$ cat src/rtl/hilo_pkg.sv
// Shared encodings for the HI/LO multiply/divide unit: instruction ops and FSM states.
package hilo_pkg;

  typedef enum logic [2:0] {
    OP_MULT  = 3'd0,
    OP_MULTU = 3'd1,
    OP_DIV   = 3'd2,
    OP_DIVU  = 3'd3,
    OP_MTHI  = 3'd4,
    OP_MTLO  = 3'd5
  } op_e;

  typedef enum logic [1:0] {
    S_IDLE,
    S_MUL,
    S_DIV,
    S_FIX
  } state_e;

endpackage

$ cat src/rtl/hilo_divider.sv
// Iterative unsigned restoring divider: one quotient bit per step, MSB first.
module hilo_divider #(
  parameter int unsigned XLEN = 32
) (
  input  logic            clk,
  input  logic            rst_n,
  input  logic            load,
  input  logic            step,
  input  logic [XLEN-1:0] dividend,
  input  logic [XLEN-1:0] divisor,
  output logic [XLEN-1:0] quotient,
  output logic [XLEN-1:0] remainder
);

  logic [XLEN-1:0] rem_q, rem_d;
  logic [XLEN-1:0] quo_q, quo_d;
  logic [XLEN-1:0] dvs_q, dvs_d;
  logic [XLEN:0]   trial;

  // The quotient register doubles as the dividend shifter: dividend bits leave
  // at the top while quotient bits enter at the bottom.
  always_comb begin
    rem_d = rem_q;
    quo_d = quo_q;
    dvs_d = dvs_q;
    trial = {rem_q, quo_q[XLEN-1]} - {1'b0, dvs_q};
    if (load) begin
      rem_d = '0;
      quo_d = dividend;
      dvs_d = divisor;
    end else if (step) begin
      if (!trial[XLEN]) begin
        rem_d = trial[XLEN-1:0];
        quo_d = {quo_q[XLEN-2:0], 1'b1};
      end else begin
        rem_d = {rem_q[XLEN-2:0], quo_q[XLEN-1]};
        quo_d = {quo_q[XLEN-2:0], 1'b0};
      end
    end
  end

  always_ff @(posedge clk or negedge rst_n) begin
    if (!rst_n) begin
      rem_q <= '0;
      quo_q <= '0;
      dvs_q <= '0;
    end else begin
      rem_q <= rem_d;
      quo_q <= quo_d;
      dvs_q <= dvs_d;
    end
  end

  assign quotient  = quo_q;
  assign remainder = rem_q;

endmodule

$ cat src/rtl/hilo_muldiv.sv
// HI/LO unit: multi-cycle multiply, iterative signed/unsigned divide, MTHI/MTLO,
// with start/busy/done handshake and flush.
module hilo_muldiv
  import hilo_pkg::*;
#(
  parameter int unsigned XLEN    = 32,
  parameter int unsigned MUL_LAT = 4
) (
  input  logic            clk,
  input  logic            rst_n,
  input  logic            start,
  input  logic [2:0]      op,
  input  logic [XLEN-1:0] src_a,
  input  logic [XLEN-1:0] src_b,
  input  logic            flush,
  output logic            busy,
  output logic            done,
  output logic [XLEN-1:0] reg_hi,
  output logic [XLEN-1:0] reg_lo
);

  localparam int unsigned CNT_MAX = (MUL_LAT > XLEN) ? MUL_LAT : XLEN;
  localparam int unsigned CNT_W   = (CNT_MAX > 2) ? $clog2(CNT_MAX) : 1;

  state_e            state_q, state_d;
  logic [CNT_W-1:0]  cnt_q, cnt_d;
  logic [XLEN-1:0]   a_q, a_d;
  logic [XLEN-1:0]   b_q, b_d;
  logic              sgn_mul_q, sgn_mul_d;
  logic              neg_quo_q, neg_quo_d;
  logic              neg_rem_q, neg_rem_d;
  logic [XLEN-1:0]   hi_q, hi_d;
  logic [XLEN-1:0]   lo_q, lo_d;
  logic              busy_q, busy_d;
  logic              done_q, done_d;

  logic              div_load, div_step, is_sdiv;
  logic [XLEN-1:0]   div_dividend, div_divisor, div_quo, div_rem;
  logic [2*XLEN-1:0] ext_a, ext_b, product;

  // Sign-extending both operands to 2*XLEN makes one modular multiply serve both
  // MULT and MULTU.
  assign ext_a   = {{XLEN{sgn_mul_q & a_q[XLEN-1]}}, a_q};
  assign ext_b   = {{XLEN{sgn_mul_q & b_q[XLEN-1]}}, b_q};
  assign product = ext_a * ext_b;

  hilo_divider #(.XLEN(XLEN)) u_divider (
    .clk       (clk),
    .rst_n     (rst_n),
    .load      (div_load),
    .step      (div_step),
    .dividend  (div_dividend),
    .divisor   (div_divisor),
    .quotient  (div_quo),
    .remainder (div_rem)
  );

  always_comb begin
    state_d      = state_q;
    cnt_d        = cnt_q;
    a_d          = a_q;
    b_d          = b_q;
    sgn_mul_d    = sgn_mul_q;
    neg_quo_d    = neg_quo_q;
    neg_rem_d    = neg_rem_q;
    hi_d         = hi_q;
    lo_d         = lo_q;
    done_d       = 1'b0;
    div_load     = 1'b0;
    div_step     = 1'b0;
    is_sdiv      = (op == OP_DIV);
    div_dividend = (is_sdiv && src_a[XLEN-1]) ? -src_a : src_a;
    div_divisor  = (is_sdiv && src_b[XLEN-1]) ? -src_b : src_b;

    case (state_q)
      S_IDLE: begin
        if (start && !flush) begin
          case (op)
            OP_MTHI: hi_d = src_a;
            OP_MTLO: lo_d = src_a;
            OP_MULT, OP_MULTU: begin
              a_d       = src_a;
              b_d       = src_b;
              sgn_mul_d = (op == OP_MULT);
              cnt_d     = CNT_W'(MUL_LAT - 1);
              state_d   = S_MUL;
            end
            OP_DIV, OP_DIVU: begin
              a_d       = src_a;
              b_d       = src_b;
              neg_quo_d = is_sdiv & (src_a[XLEN-1] ^ src_b[XLEN-1]);
              neg_rem_d = is_sdiv & src_a[XLEN-1];
              div_load  = 1'b1;
              cnt_d     = CNT_W'(XLEN - 1);
              state_d   = S_DIV;
            end
            default: ;
          endcase
        end
      end
      S_MUL: begin
        if (flush) begin
          state_d = S_IDLE;
        end else if (cnt_q == '0) begin
          hi_d    = product[2*XLEN-1:XLEN];
          lo_d    = product[XLEN-1:0];
          done_d  = 1'b1;
          state_d = S_IDLE;
        end else begin
          cnt_d = cnt_q - CNT_W'(1);
        end
      end
      S_DIV: begin
        if (flush) begin
          state_d = S_IDLE;
        end else begin
          div_step = 1'b1;
          if (cnt_q == '0) state_d = S_FIX;
          else             cnt_d   = cnt_q - CNT_W'(1);
        end
      end
      S_FIX: begin
        if (flush) begin
          state_d = S_IDLE;
        end else begin
          // Divide by zero returns the raw dividend rather than the fixed-up remainder.
          if (b_q == '0) begin
            hi_d = a_q;
            lo_d = '1;
          end else begin
            hi_d = neg_rem_q ? -div_rem : div_rem;
            lo_d = neg_quo_q ? -div_quo : div_quo;
          end
          done_d  = 1'b1;
          state_d = S_IDLE;
        end
      end
      default: state_d = S_IDLE;
    endcase

    busy_d = (state_d != S_IDLE);
  end

  always_ff @(posedge clk or negedge rst_n) begin
    if (!rst_n) begin
      state_q   <= S_IDLE;
      cnt_q     <= '0;
      a_q       <= '0;
      b_q       <= '0;
      sgn_mul_q <= 1'b0;
      neg_quo_q <= 1'b0;
      neg_rem_q <= 1'b0;
      hi_q      <= '0;
      lo_q      <= '0;
      busy_q    <= 1'b0;
      done_q    <= 1'b0;
    end else begin
      state_q   <= state_d;
      cnt_q     <= cnt_d;
      a_q       <= a_d;
      b_q       <= b_d;
      sgn_mul_q <= sgn_mul_d;
      neg_quo_q <= neg_quo_d;
      neg_rem_q <= neg_rem_d;
      hi_q      <= hi_d;
      lo_q      <= lo_d;
      busy_q    <= busy_d;
      done_q    <= done_d;
    end
  end

  assign busy   = busy_q;
  assign done   = done_q;
  assign reg_hi = hi_q;
  assign reg_lo = lo_q;

endmodule

$ cat config.mk
export PLATFORM = sky130hd
export DESIGN_NAME = hilo_muldiv
export DESIGN_NICKNAME = d
export VERILOG_FILES = /design/src/rtl/hilo_pkg.sv /design/src/rtl/hilo_divider.sv /design/src/rtl/hilo_muldiv.sv
export SDC_FILE = /design/constraint.sdc
export NUM_CORES = 2
export LEC_CHECK = 0
export ABC_CLOCK_PERIOD_IN_PS = 10750
export CAP_MARGIN = 20
export CORE_MARGIN = 10
export CORE_UTILIZATION = 45
export CTS_BUF_LIST = sky130_fd_sc_hd__clkbuf_8
export DETAILED_ROUTE_END_ITERATION = 16
export PLACE_DENSITY = 0.69
export SYNTH_ARGS = -nofsm -noshare
export SYNTH_HDL_FRONTEND = slang
export SYNTH_SLANG_ARGS = --single-unit
$ cat constraint.sdc
create_clock -name clk -period 10.75 [get_ports clk]
set_clock_uncertainty 0.15 [all_clocks]
set_input_delay 2.6875 -clock clk [delete_from_list [all_inputs] [get_ports clk]]
set_output_delay 2.6875 -clock clk [all_outputs]
set_load 0.02 [all_outputs]
==> results.py <==
metrics = {
    "global_route": {
        "grt_start_max_net_pins": 105,
        "antenna_found_initial": 8,
        "globalRouteTotalUtil": 0.240,
        "grt_pass1_wl_um": 250000,
        "grt_overflow": 0,
        "grt_pass1_vias": 43800,
    },
    "synth": {
        "synth_area_leaders": "fa_1 43%, dfrtp_1 11%, inv_1 8.4%",
        "synth-main-ff-cell": "dfrtp_1",
        "synth_top_cell_area_share": 0.426,
        "syn_area_per_cell_um2": 8.70,
        "ys_types": 74,
        "yosysWarningCount": 0,
        "ys_seq_elements": 236,
        "syn_area_mm2": 0.0529,
        "synth_fp_nets": 7534,
        "synth-edff-count": 0,
        "synth_cells": 6084,
        "async_flop_share": 1.00,
        "ys_seq_area_frac": 0.112,
        "synth_area_leader_cell": "fa_1",
    },
    "setup_path": {
        "path_max_fanout": 13,
        "critPathKind": "flip-flop to flip-flop",
        "critPathCaptureType": "flip-flop",
        "arrival_ns": 9.96,
        "required_ns": 11.07,
        "worst_setup_path_start_kind": "flip-flop",
    },
    "detailed_routing": {
        "route.detailed.drc": 0,
        "drt_wl_total_um": 156000,
        "drt_iter0_drc": 3506,
        "via_count": 41500,
        "drt.antenna.violating_nets": 0,
        "via_per_inst": 5.51,
        "firstDrtPassIters": 6,
        "avgRoutedWirePerCell_um": 20.7,
    },
    "sta": {
        "maxSlewViolCount": 0,
        "slew_headroom": 0.285,
        "rsz0062_at_grt": "false",
        "hold_viol": 0,
        "tightest_slew_ns": 1.07,
        "max_freq_ghz": 0.104,
        "holdWs_ns": 0.330,
        "setup-violations-final": 0,
        "finalCritPeriodShare": 0.897,
        "min_period_ns": 9.64,
        "setup-tns-final_ns": 0,
    },
    "floorplan": {
        "std_cell_rows": 125,
        "fp.dieArea_mm2": 0.132,
        "start_util": 0.454,
        "ios": 137,
        "coreArea_mm2": 0.117,
        "die_w_um": 363,
        "die_h_um": 363,
    },
    "clock_tree": {
        "clk_latency_ns": 0.60,
        "cts_setup_buffers": 0,
        "cts_tree": "yes",
        "cts_buffers": 43,
        "htree_levels": 2,
        "clock_sinks": 236,
        "ctsHoldBuffers": 0,
        "path_clk_slew_ns": 0.07,
        "cts_resized": 0,
        "clockBufferDepth": 3,
        "cts_root_buffer": "clkbuf_8",
    },
    "outcome": {
        "outcome": "completed",
    },
    "placement": {
        "dp_hpwl_um": 126000,
        "gp_congestion": 0.962,
        "port_buffers": 136,
    },
    "finish": {
        "final_nets": 7420,
        "final_cell_mix": "1201 x inv_1, 1136 x nand2_1, 1126 x fa_1, 351 x and2_1, 251 x ha_1",
        "final_common_cell": "inv_1",
        "drive_above_1_share": 0.0337,
        "syn_to_final_growth_pct": 6.57,
    },
    "worst_hold_path": {
        "holdCritPathClass": "flip-flop to flip-flop",
    },
    "job": {
        "maxCapViolCount": 0,
    },
}
==> through the flow <==
step | utilization | instances | area, µm² | worst slack, ns
2_1_floorplan | - | 6084 | 52900 | 2.53
3_3_place_gp | 0.476 | 7447 | 55500 | 1.52
3_5_place_dp | 0.476 | 7447 | 55500 | 1.35
4_1_cts | 0.484 | 7521 | 56300 | 1.35
5_1_grt | 0.484 | 7523 | 56400 | 0.686
6_report | 0.484 | 7528 | 56400 | 1.11
==> worst max-delay path, cell delays in order, from the launching register on <==
cell and delay (ns):
dfrtp_1 0.35, and2_1 0.62, nand2_1 0.26, inv_1 0.15
fa_1 0.42, inv_1 0.24, fa_1 0.51, inv_1 0.20
fa_1 0.48, fa_1 0.89, inv_1 0.40, fa_1 0.59
inv_1 0.06, fa_1 0.53, inv_1 0.05, fa_1 0.45
fa_1 0.49, inv_1 0.04, ha_1 0.36, a21o_1 0.21
a21o_1 0.17, a21oi_1 0.18, o22ai_1 0.13, a2111oi_0 0.80
o21ai_0 0.26, o2111ai_1 0.18, nor4_1 0.08, a211o_1 0.27
==> state kept, by name, indices dropped and copies added (netlist names) <==
register             cells
a_q                     32
b_q                     32
reg_hi                  32
reg_lo                  32
u_divider.dvs_q         32
u_divider.quotient      32
u_divider.remainder     32
cnt_q                    5
state_q                  2
busy                     1
done                     1
neg_quo_q                1
neg_rem_q                1
sgn_mul_q                1
==> metal layers <==
metal  global-route usage  vias to the layer above  wire length, µm
met4               0.0914                        2             6640
met2                0.394                     1735            74300
li1                     -                    18200                -
met3               0.0396                      344            12400
met1                0.317                    21200            62700
met5                    0                        -               12
==> final timing paths <==
| path | startpoint | to | slack (ns) | cells after the start |
|---|---|---|---|---|
| max | sgn_mul_q$_DFFE_PN0P_ | reg_hi[30]$_DFFE_PN0P_ | 1.11 | 27 |
| min | u_divider.dvs_q[25]$_DFFE_PN0P_ | u_divider.dvs_q[25]$_DFFE_PN0P_ | 0.33 | 2 |
| max reg2reg | sgn_mul_q$_DFFE_PN0P_ | reg_hi[30]$_DFFE_PN0P_ | 1.11 | 27 |
| min reg2reg | u_divider.dvs_q[25]$_DFFE_PN0P_ | u_divider.dvs_q[25]$_DFFE_PN0P_ | 0.33 | 2 |
| max in group asynchronous | rst_n | done$_DFF_PN0_ | 6.86 | 2 |
| min in group asynchronous | rst_n | u_divider.remainder[5]$_DFFE_PN0P_ | 2.02 | 1 |
==> synth_stat cells, types with 14 or more instances <==
master and instances:
clkbuf_1 374, o21ai_0 213, dfrtp_1 236, inv_1 1187, nand2b_1 16, nand4_1 27, and3_1 27, nor2_1 205
o22ai_1 14, a21o_1 77, xnor2_1 124, a221oi_1 31, nor4_1 17, a31oi_1 71, nand2_1 1137, buf_1 14
a22oi_1 22, fa_1 1126, or3_1 15, and2_1 352, xor2_1 96, mux2i_1 23, nand3_1 28, nor3_1 27
ha_1 253, a21oi_1 173, o31ai_1 30
==> area by class of cell <==
| type | instances | area [µm²] |
|---|---|---|
| timing repair buffer | 235 | 2150 |
| tap | 1524 | 1910 |
| antenna | 5 | 12.5 |
| multi-input combinational | 4267 | 41100 |
| sequential | 236 | 5910 |
| inverter | 1187 | 4460 |
| clock buffer | 51 | 702 |
| clock inverter | 23 | 155 |
| fill | 10900 | 60100 |
==> cells by family (layout without fill, tap and decap cells) <==
family | after synthesis | in the layout | synth area share
flip-flops | 236 | 236 | 0.112
AND/OR/NAND/NOR | 1907 | 1907 | 0.162
adder cells (fa/ha/maj) | 1379 | 1379 | 0.486
multiplexers | 25 | 25 | 0.00478
AO/OA/AOI/OAI | 736 | 736 | 0.0868
other | 0 | 5 | 0
XOR/XNOR | 220 | 220 | 0.0364
buffers and inverters | 1581 | 1496 | 0.112
Power is not shown: default switching activity piles up to over one toggle a cycle in this logic, so the estimate is an artifact.
